$ cat config.mk
export PLATFORM = sky130hd
export DESIGN_NAME = node_tree_walker
export DESIGN_NICKNAME = d
export VERILOG_FILES = /design/src/rtl/tree_pkg.sv /design/src/rtl/node_tree_stack.sv /design/src/rtl/node_tree_walker.sv
export SDC_FILE = /design/constraint.sdc
export NUM_CORES = 1
export LEC_CHECK = 0
export ABC_AREA = 1
export BUFFER_PORTS_ARGS = -buffer_cell sky130_fd_sc_hd__buf_2
export CAP_MARGIN = 20
export CORE_AREA = 2 2 134 136
export DETAILED_ROUTE_END_ITERATION = 7
export DIE_AREA = 0 0 136 138
export HOLD_SLACK_MARGIN = 0.15
export SLEW_MARGIN = 20
export SYNTH_ARGS = -nofsm -noshare
export SYNTH_HDL_FRONTEND = slang
export SYNTH_SLANG_ARGS = --single-unit
$ cat constraint.sdc
create_clock -name clk_i -period 6.5 [get_ports clk_i]
set_input_delay 1.625 -clock clk_i [delete_from_list [all_inputs] [get_ports clk_i]]
set_output_delay 1.625 -clock clk_i [all_outputs]
set_load 0.05 [all_outputs]
$ cat src/rtl/tree_pkg.sv
// Shared types for the node tree walker: node word layout, command and FSM encodings.
package tree_pkg;

  localparam int unsigned TREE_ID_W      = 8;
  localparam int unsigned TREE_ADDR_W    = 6;
  localparam int unsigned TREE_CNT_W     = 3;
  localparam int unsigned TREE_PAYLOAD_W = 16;

  // Packed LSB-first: field_id sits in the low bits, payload in the high bits.
  typedef struct packed {
    logic [TREE_PAYLOAD_W-1:0] payload;
    logic [TREE_CNT_W-1:0]     child_cnt;
    logic [TREE_ADDR_W-1:0]    first_child;
    logic [TREE_ID_W-1:0]      field_id;
  } node_word_t;

  typedef enum logic {
    LOOKUP = 1'b0,
    ASCEND = 1'b1
  } walker_op_e;

  typedef enum logic [2:0] {
    INIT,
    INIT_WAIT,
    IDLE,
    SCAN,
    CMP,
    ASC_RD,
    ASC_WAIT,
    RESP
  } walker_state_e;

  localparam node_word_t NODE_NULL = '0;

endpackage

$ cat src/rtl/node_tree_stack.sv
// LIFO of ancestor node addresses; push and pop must never be asserted together.
module node_tree_stack #(
  parameter int unsigned WIDTH = 6,
  parameter int unsigned DEPTH = 8
) (
  input  logic             clk_i,
  input  logic             reset_i,
  input  logic             push_i,
  input  logic             pop_i,
  input  logic [WIDTH-1:0] data_i,
  output logic [WIDTH-1:0] top_o,
  output logic             full_o,
  output logic             empty_o
);

  localparam int unsigned PTR_W = (DEPTH > 1) ? $clog2(DEPTH) : 1;
  localparam int unsigned CW    = $clog2(DEPTH + 1);

  logic [WIDTH-1:0] mem_q [DEPTH];
  logic [CW-1:0]    cnt_q, cnt_d;
  logic [PTR_W-1:0] wr_ptr, rd_ptr;

  assign wr_ptr  = PTR_W'(cnt_q);
  assign rd_ptr  = PTR_W'(cnt_q - CW'(1));
  assign full_o  = (cnt_q == CW'(DEPTH));
  assign empty_o = (cnt_q == '0);
  assign top_o   = mem_q[rd_ptr];

  always_comb begin
    cnt_d = cnt_q;
    if (push_i && !full_o) begin
      cnt_d = cnt_q + CW'(1);
    end else if (pop_i && !empty_o) begin
      cnt_d = cnt_q - CW'(1);
    end
  end

  always_ff @(posedge clk_i) begin
    if (!reset_i) begin
      cnt_q <= '0;
    end else begin
      cnt_q <= cnt_d;
    end
  end

  always_ff @(posedge clk_i) begin
    if (push_i && !full_o) begin
      mem_q[wr_ptr] <= data_i;
    end
  end

endmodule

$ cat src/rtl/node_tree_walker.sv
// Field-identifier tree walker over external synchronous node memory with ancestor stack.
// Optional NODE_TREE_WALKER_STATS_EN adds saturating lookup/miss counters.
module node_tree_walker
  import tree_pkg::*;
#(
  parameter int unsigned ID_W      = 8,
  parameter int unsigned ADDR_W    = 6,
  parameter int unsigned CNT_W     = 3,
  parameter int unsigned PAYLOAD_W = 16,
  parameter int unsigned MAX_DEPTH = 8,
  localparam int unsigned NODE_W   = ID_W + ADDR_W + CNT_W + PAYLOAD_W,
  localparam int unsigned DEPTH_W  = (MAX_DEPTH > 1) ? $clog2(MAX_DEPTH) : 1
) (
  input  logic              clk_i,
  input  logic              reset_i,
  input  logic              cmd_valid_i,
  output logic              cmd_rdy_o,
  input  logic              cmd_op_i,
  input  logic [ID_W-1:0]   field_id_i,
  output logic              mem_rd_en_o,
  output logic [ADDR_W-1:0] mem_rd_addr_o,
  input  logic [NODE_W-1:0] mem_rd_data_i,
  output logic              node_valid_o,
  input  logic              node_rdy_i,
  output logic [NODE_W-1:0] node_o,
  output logic [ADDR_W-1:0] node_addr_o,
  output logic              node_miss_o,
  output logic [DEPTH_W-1:0] depth_o,
  output logic              err_o
`ifdef NODE_TREE_WALKER_STATS_EN
  ,
  output logic [15:0]       lookup_cnt_o,
  output logic [15:0]       miss_cnt_o
`endif
);

  localparam logic [DEPTH_W-1:0] DEPTH_MAX = DEPTH_W'(MAX_DEPTH - 1);

  walker_state_e state_q, state_d;
  logic [CNT_W-1:0]   k_q, k_d, cnt_q, cnt_d;
  logic [ID_W-1:0]    fid_q, fid_d;
  logic [ADDR_W-1:0]  fc_q, fc_d, parent_q, parent_d;
  logic [DEPTH_W-1:0] depth_q, depth_d;
  logic [NODE_W-1:0]  resp_word_q, resp_word_d;
  logic [ADDR_W-1:0]  resp_addr_q, resp_addr_d;
  logic               resp_miss_q, resp_miss_d;
  logic               resp_lookup_q, resp_lookup_d;
  logic               err_q, err_d, err_now;
  logic               push, pop, rd_en;
  logic [ADDR_W-1:0]  rd_addr, scan_addr, stk_top;
  logic               stk_full, stk_empty;

  logic [ID_W-1:0]    rd_id;
  logic [ADDR_W-1:0]  rd_fc, resp_fc;
  logic [CNT_W-1:0]   rd_cnt, resp_cnt;

  assign rd_id     = mem_rd_data_i[ID_W-1:0];
  assign rd_fc     = mem_rd_data_i[ID_W +: ADDR_W];
  assign rd_cnt    = mem_rd_data_i[ID_W+ADDR_W +: CNT_W];
  assign resp_fc   = resp_word_q[ID_W +: ADDR_W];
  assign resp_cnt  = resp_word_q[ID_W+ADDR_W +: CNT_W];
  assign scan_addr = fc_q + ADDR_W'(k_q);

  node_tree_stack #(
    .WIDTH (ADDR_W),
    .DEPTH (MAX_DEPTH)
  ) u_stack (
    .clk_i   (clk_i),
    .reset_i (reset_i),
    .push_i  (push),
    .pop_i   (pop),
    .data_i  (parent_q),
    .top_o   (stk_top),
    .full_o  (stk_full),
    .empty_o (stk_empty)
  );

  always_comb begin
    state_d       = state_q;
    k_d           = k_q;
    fid_d         = fid_q;
    fc_d          = fc_q;
    cnt_d         = cnt_q;
    parent_d      = parent_q;
    depth_d       = depth_q;
    resp_word_d   = resp_word_q;
    resp_addr_d   = resp_addr_q;
    resp_miss_d   = resp_miss_q;
    resp_lookup_d = resp_lookup_q;
    err_d         = 1'b0;
    err_now       = 1'b0;
    push          = 1'b0;
    pop           = 1'b0;
    rd_en         = 1'b0;
    rd_addr       = '0;
    case (state_q)
      INIT: begin
        rd_en   = 1'b1;
        state_d = INIT_WAIT;
      end
      INIT_WAIT: begin
        fc_d    = rd_fc;
        cnt_d   = rd_cnt;
        state_d = IDLE;
      end
      IDLE: begin
        if (cmd_valid_i) begin
          if (walker_op_e'(cmd_op_i) == LOOKUP) begin
            fid_d   = field_id_i;
            k_d     = '0;
            state_d = SCAN;
          end else if (stk_empty) begin
            resp_word_d   = '0;
            resp_addr_d   = '0;
            resp_miss_d   = 1'b1;
            resp_lookup_d = 1'b0;
            err_d         = 1'b1;
            state_d       = RESP;
          end else begin
            pop      = 1'b1;
            parent_d = stk_top;
            depth_d  = depth_q - DEPTH_W'(1);
            state_d  = ASC_RD;
          end
        end
      end
      SCAN: begin
        if (k_q == cnt_q) begin
          resp_word_d   = '0;
          resp_addr_d   = '0;
          resp_miss_d   = 1'b1;
          resp_lookup_d = 1'b1;
          state_d       = RESP;
        end else begin
          rd_en   = 1'b1;
          rd_addr = scan_addr;
          state_d = CMP;
        end
      end
      CMP: begin
        if (rd_id == fid_q) begin
          resp_word_d   = mem_rd_data_i;
          resp_addr_d   = scan_addr;
          resp_miss_d   = 1'b0;
          resp_lookup_d = 1'b1;
          state_d       = RESP;
        end else begin
          k_d     = k_q + CNT_W'(1);
          state_d = SCAN;
        end
      end
      ASC_RD: begin
        rd_en   = 1'b1;
        rd_addr = parent_q;
        state_d = ASC_WAIT;
      end
      ASC_WAIT: begin
        fc_d          = rd_fc;
        cnt_d         = rd_cnt;
        resp_word_d   = mem_rd_data_i;
        resp_addr_d   = parent_q;
        resp_miss_d   = 1'b0;
        resp_lookup_d = 1'b0;
        state_d       = RESP;
      end
      RESP: begin
        if (node_rdy_i) begin
          state_d = IDLE;
          // Only a lookup hit on a node with children moves the parent pointer down.
          if (resp_lookup_q && !resp_miss_q && (resp_cnt != '0)) begin
            if (depth_q == DEPTH_MAX || stk_full) begin
              err_now = 1'b1;
            end else begin
              push     = 1'b1;
              parent_d = resp_addr_q;
              fc_d     = resp_fc;
              cnt_d    = resp_cnt;
              depth_d  = depth_q + DEPTH_W'(1);
            end
          end
        end
      end
      default: state_d = INIT;
    endcase
  end

  always_ff @(posedge clk_i) begin
    if (!reset_i) begin
      state_q       <= INIT;
      k_q           <= '0;
      fid_q         <= '0;
      fc_q          <= '0;
      cnt_q         <= '0;
      parent_q      <= '0;
      depth_q       <= '0;
      resp_word_q   <= '0;
      resp_addr_q   <= '0;
      resp_miss_q   <= 1'b0;
      resp_lookup_q <= 1'b0;
      err_q         <= 1'b0;
    end else begin
      state_q       <= state_d;
      k_q           <= k_d;
      fid_q         <= fid_d;
      fc_q          <= fc_d;
      cnt_q         <= cnt_d;
      parent_q      <= parent_d;
      depth_q       <= depth_d;
      resp_word_q   <= resp_word_d;
      resp_addr_q   <= resp_addr_d;
      resp_miss_q   <= resp_miss_d;
      resp_lookup_q <= resp_lookup_d;
      err_q         <= err_d;
    end
  end

  // INIT is also the state held during reset, so the read strobe is masked until release.
  assign mem_rd_en_o   = rd_en & reset_i;
  assign mem_rd_addr_o = rd_addr;
  assign cmd_rdy_o     = (state_q == IDLE);
  assign node_valid_o  = (state_q == RESP);
  assign node_o        = resp_word_q;
  assign node_addr_o   = resp_addr_q;
  assign node_miss_o   = resp_miss_q;
  assign depth_o       = depth_q;
  assign err_o         = err_q | err_now;

`ifdef NODE_TREE_WALKER_STATS_EN
  logic [15:0] lookup_cnt_q, miss_cnt_q;
  logic        lookup_acc, miss_hs;

  assign lookup_acc = (state_q == IDLE) && cmd_valid_i && (walker_op_e'(cmd_op_i) == LOOKUP);
  assign miss_hs    = (state_q == RESP) && node_rdy_i && resp_miss_q;

  always_ff @(posedge clk_i) begin
    if (!reset_i) begin
      lookup_cnt_q <= '0;
      miss_cnt_q   <= '0;
    end else begin
      if (lookup_acc && (lookup_cnt_q != '1)) lookup_cnt_q <= lookup_cnt_q + 16'd1;
      if (miss_hs && (miss_cnt_q != '1))      miss_cnt_q   <= miss_cnt_q + 16'd1;
    end
  end

  assign lookup_cnt_o = lookup_cnt_q;
  assign miss_cnt_o   = miss_cnt_q;
`endif

endmodule
======== After elaboration in Yosys (flattened, before gate mapping) ========
Memories as Yosys holds them, arrays and structs flattened.
Cells that the tools add are included.
storage, ports and cells
  flip-flop bits (word level) ............. 78
  bits in latches ......................... 0
  RAM bits ................................ 48
  memory bits (read-only) ................. 0
  output and inout port bits .............. 53
  word-level logic and storage cells ...... 147
  memories ................................ 1
operators by class
  $add $sub $neg .......................... 6
  multiply operators ...................... 0
  div/mod/pow operators ................... 0
  $lt $le $gt $ge ......................... 0
  eq/ne operators ......................... 22
  shifts and indexed selects .............. 0
  muxes and demuxes ....................... 77
  bitwise logic cells ..................... 3
  reduce and logical (&&, ||, !) cells .... 25
memory list
  memory         words  width  rd ports  clocked after Yosys merged registers in  wr ports  line                   text
  u_stack.mem_q  8      6      1         0                                        1         node_tree_stack.sv:19  logic [WIDTH-1:0] mem_q [DEPTH];
operators by type and width
  cell                                            count
  2-to-1 mux 33 bit                               5
  case mux 33 bit (4 select lines)                1
  2-to-1 mux 6 bit                                15
  2-to-1 mux 3 bit                                16
  case mux 6 bit (2 select lines)                 3
  2-to-1 mux 1 bit                                25
  case mux 3 bit (8 select lines)                 1
  case mux 6 bit (4 select lines)                 1
  case mux 3 bit (2 select lines)                 3
  == test 3 bit (second input constant)           5
  != test 2 bit (second input constant)           7
  AND reduction 4 bit                             3
  == test 8 bit                                   1
  2-to-1 mux 4 bit                                2
  != test 2 x 1 -> 1 bit (second input constant)  4
  case mux 1 bit (4 select lines)                 2
  nonzero test 2 bit                              4
  AND reduction 7 bit                             1
  adder 3 x 1 -> 3 bit (second input constant)    2
  adder 6 x 3 -> 6 bit                            1
  == test 3 x 2 -> 1 bit (second input constant)  2
  AND reduction 6 bit                             1
  adder 4 x 1 -> 4 bit (second input constant)    1
  == test 4 bit (second input constant)           1
  other kinds (19)                                26

======== Logic depth before layout (Yosys ltp) ========
  word-level depth ........................ 9
  mapped depth ............................ 13
  mapped depth without buffers ............ 13

======== Cells and area by module ========
From an unflattened synthesis, not the netlist that was laid out.
second synthesis, totals
  cell total of the unflattened synthesis .. 823
  area total of the unflattened synthesis .. 6244.7 sq um
modules (own cells, without submodules)
  module            instances  cells each  area an instance (sq um)  seq. area each (sq um)
  node_tree_walker  1          616         3971.3                    1481.4
  node_tree_stack   1          207         2273.4                    1521.5

======== Worst setup path before layout ========
OpenSTA, ideal clock, no wires.
  path type ............................... input to output
  start ................................... in reset_i
  end ..................................... out mem_rd_en_o
  arrival ................................. 2.800 ns
  data required time ...................... 4.875 ns
  setup slack ............................. 2.075 ns
  cell stages on the path ................. 3
  path buffers ............................ 1
  cells stage by stage .................... clkbuf_1 > inv_1 > a31oi_1
on the way
  cells in the longest elaborated chain, start to end .. 1
RTL lines
  item                line                     text
  start: declaration  node_tree_walker.sv:15   input logic reset_i,
  AND 1 bit           node_tree_walker.sv:218  assign mem_rd_en_o = rd_en & reset_i;
  end: declaration    node_tree_walker.sv:20   output logic mem_rd_en_o,
No other way between the ends.

======== Worst setup path after layout ========
  start ................................... reg state_q[0]
  end ..................................... out err_o
on the way
  cells in the longest elaborated chain, start to end .. 3
RTL lines
  item                      line                     text
  start: declaration        node_tree_walker.sv:39   walker_state_e state_q, state_d;
  start signal: assignment  node_tree_walker.sv:202  state_q <= state_d;
  == test 3 bit             node_tree_walker.sv:96   case (state_q)
  2-to-1 mux 1 bit          node_tree_walker.sv:96
  bitwise OR 1 bit          node_tree_walker.sv:226  assign err_o = err_q | err_now;
  end: declaration          node_tree_walker.sv:29   output logic err_o
No other way between the ends.

==> reports/qor.log <==
[synthesis] fraction of synthesis flops using an asynchronous set or reset pin 0%
[setup_path] critical path start-end classification flip-flop to primary output
[clocking] TritonCTS buffer count 17
[cells_and_area] share of cells above drive strength 1 16.5%
[sta] relative slew slack 35.1%
[route] post-detailed-route wirelength per cell 13.0 um
[global_route] global-route wire length before repair 24,700 um
[sta] Max Clock Skew 0.00969 ns
[sta] number of setup violations in the final report 0
[route] number of vias in the routed layout 5,269
[placed_design] number of port buffers 98
[setup_path] maximum fanout along the worst path 35
[floorplan] die area 18,800 um2
[setup_path] Top Family by Delay on Critical Path simple AND/OR/NAND/NOR gates
[synthesis] cell area after synthesis 6120 um2
[route] TritonRoute pass-1 iters 4
[synthesis] leading register cell type out of synthesis dfxtp_1
[power] Overall Power 0.00290 W
[setup_path] worst r2r dst u_stack.mem_q[2][0]
[setup_path] Worst Path Buf+Inv 2
[global_route] busiest layer in global routing met2
[sta] number of max-slew violations in the final report 0
[sta] final period demand of the worst path 4.17 ns
[power] maximum vdd ir drop 0.193 mV
[status] result of the run finished, final reports clean
[placed_design] half-perimeter wire length of the detailed placement result 10,300 um
[floorplan] floorplan row count 49
[hold_path] Hold Crit Endpoint fid_q[0]
[floorplan] placeable core area 17,500 um2
[route] residual DRC count 0
[synthesis] yosys synthesis warning count 0
[synthesis] EDFF count, synth 48
[setup_path] capturing element type of the critical path primary output
[setup_path] worst stage delay on the critical path 0.68 ns
[global_route] pin count of the biggest net entering global routing 70
[clocking] total clock sinks 126
[cells_and_area] area growth from synthesis to layout 19.7%
[setup_path] Slowest-stage cell, CP nand3_2
[route] number of vias per cell after detailed routing 4.57
[flow_run] max_cap viols 0
[hold_path] worst min-delay path startpoint fid_q[0]
[synthesis] sequential element share of the synthesized area 49.1%
[global_route] number of antenna violations at the first check in global routing 0
[clocking] clock-pin slew reported for the worst setup and hold paths after clock tree synthesis 0.05 ns
[setup_path] CP required 4.88 ns
[global_route] number of global-route vias before repair 4,972
[clocking] Post-CTS Hold Fix Bufs 0
[floorplan] Die H 138 um
[placed_design] total instance count after detailed placement 1,122
[synthesis] Synth Instances 825
[floorplan] Die Wd 136 um
[power] Pwr Density 395 nW/um2
[setup_path] cell-by-cell listing of the critical path nand3_2 > inv_1 > nand2_1 > o21bai_1 > buf_2
[global_route] gr ovfl total 0
[clocking] cts repair resizes 0
[clocking] Setup Buffers After CTS 0
[setup_path] arrival time at the worst endpoint 2.54 ns
[sta] setup repair after global routing missed its margin no
[hold_path] Tightest Hold Check Type flip-flop to flip-flop
[clocking] clock tree buffer depth 2
[clocking] Root Buffer Master clkbuf_16
[setup_path] Register-to-Register Setup Slack 3.30 ns
[clocking] clock latency on the worst-skew pair 0.42 ns
[floorplan] initial core utilization 34.9%
[hold_path] Cells on Worst Hold Path 2
[clocking] depth of the CTS H-tree 4
[setup_path] cells on worst reg2reg path 6
[synthesis] number of synthesized register bits 126
[route] final antenna-violating net count 0
[cells_and_area] ant diodes 0
[global_route] global-route track usage on met2 26.9%
[placed_design] final weighted congestion of routability-driven global placement 0.841
[synthesis] post-synth net total 879
[sta] worst hold slack 0.471 ns
[cells_and_area] Post-layout nets 966
[synthesis] average instance area after synthesis 7.41 um2
[synthesis] Distinct cells, synth 33
[sta] final-report hold violation count 0
[route] total wire length 15,000 um
[setup_path] crit path launch type flip-flop
[route] DRT iter0 DRCs 223
[global_route] global routing usage on met3 4.58%
[sta] Fin Setup TNS 0 ns
[sta] Peak Freq 240 MHz
[floorplan] total I/O pin count 99
[cells_and_area] Final Instance Count excl. Fillers 1,154
[sta] slew at the pin closest to its max-slew limit 0.966 ns
[global_route] GRT Overall Usage 16.7%
[power] P_leak 3.62 nW
[setup_path] reg2reg start state_q[0]
[global_route] met1 demand-to-capacity share in global routing 21.3%
[cells_and_area] number of fillers in the final layout 1,883
[clocking] CTS tree yes
[sta] post-route clock period utilization 64.1%
[layout by cell type, fill, tap and decap left out]
cell / instances
inv_2: 9
clkinvlp_4: 2
nand3b_1: 3
fa_1: 2
bufinv_16: 1
o211ai_1: 7
nand3_2: 2
clkbuf_4: 2
ha_1: 6
a31oi_1: 2
o21ai_1: 1
nand2_4: 2
a21oi_1: 26
nand2_2: 3
xnor2_1: 11
nand3_1: 67
dfxtp_1: 78
inv_1: 109
nor2_1: 152
o22ai_1: 4
clkbuf_1: 1
nand4_1: 5
a22oi_1: 1
o21ai_0: 36
buf_2: 98
clkbuf_8: 1
o21bai_1: 2
o2111ai_1: 1
nor2_2: 4
edfxtp_1: 48
buf_4: 2
clkbuf_16: 18
nor4_1: 1
clkinv_4: 2
nor2_4: 2
nor3_1: 5
nand2_1: 204
clkinv_2: 5
[area by class of cell]
cell class	instances	area [um2]	area share [%]
Clock buffer	22	483	6.60
Clock inverter	10	87.6	1.20
Inverter	118	443	6.05
Multi-Input combinational cell	549	2510	34.3
Sequential cell	126	3000	41.0
Tap cell	229	287	3.91
Timing Repair Buffer	100	505	6.90
[metal layers]
layer / up-vias / part of all wire [%]
met4: 0 / 1.8
met2: 114 / 46
met3: 19 / 4.7
met1: 2372 / 47
met5: - / 0
li1: 2764 / -
[registers in the layout, indices dropped and copies added, names as in the netlist]
name	cells
u_stack.mem_q	48
node_o	33
fid_q	8
fc_q	6
node_addr_o	6
parent_q	6
u_stack.cnt_q	4
cnt_q	3
depth_o	3
k_q	3
state_q	3
err_q	1
node_miss_o	1
resp_lookup_q	1
[per-stage QoR]
step	setup WS [ns]	utilization (%)	cell area, um2
final	2.33	41.8	7320
after CTS	2.33	41.8	7320
after global placement	2.44	38.5	6750
after global routing	2.15	41.8	7320
after floorplan	2.08	-	6120
after detailed placement	2.43	38.5	6750
[Yosys cell counts, drive strengths merged (2+ instances only)]
| library cell | number | area (um2) |
|---|---|---|
| o21bai | 2 | 15.0 |
| a31oi | 2 | 12.5 |
| fa | 2 | 40.0 |
| ha | 6 | 75.1 |
| a21oi | 26 | 130 |
| nand3b | 3 | 22.5 |
| dfxtp | 78 | 1560 |
| o211ai | 7 | 52.6 |
| nand2 | 209 | 807 |
| o22ai | 4 | 25.0 |
| nor2 | 158 | 618 |
| nand4 | 5 | 31.3 |
| inv | 118 | 443 |
| xnor2 | 11 | 96.3 |
| nand3 | 69 | 355 |
| o21ai | 37 | 185 |
| buf | 15 | 92.6 |
| edfxtp | 48 | 1440 |
| nor3 | 5 | 25.0 |
| clkbuf | 17 | 63.8 |
[how the worst max path moves through the flow]
stage,startpoint,endpoint,slack (ns),cells after the start
floorplan,reset_i,mem_rd_en_o,2.08,3
global placement,reset_i,mem_rd_en_o,2.44,4
detailed placement,reset_i,mem_rd_en_o,2.43,4
CTS,state_q[0],err_o,2.33,5
global route,state_q[0],err_o,2.15,5
finish,state_q[0],err_o,2.33,5
[where the power goes]
group / switching [W] / internal [W] / total, W / leakage (nW)
clock: 0.000350 / 0.000564 / 0.000914 / 0.282
combinational: 0.000726 / 0.000240 / 0.000966 / 2.15
sequential: 0.0000781 / 0.000937 / 0.00101 / 1.19
total: 0.00115 / 0.00174 / 0.00290 / 3.62
[worst register-to-register path, cell delays in order, from the launching register on]
cell,delay (ns)
dfxtp_1,0.62
nand3_2,0.69
nor2_1,0.36
nand2_1,0.14
inv_1,0.13
nand2_1,0.11
nor3_1,0.77
[kinds of logic (layout without fill, tap and decap cells)]
logic type | Yosys count | after routing | synth area share [%]
and+or+nand+nor | 450 | 450 | 30.5
buffers and inverters | 150 | 250 | 9.80
DFF | 126 | 126 | 49.1
AOI/OAI and AO/OA | 80 | 80 | 7.14
xor gates and xnor gates | 11 | 11 | 1.58
adders and majority gates | 8 | 8 | 1.88
(Power assumes the default switching activity.)
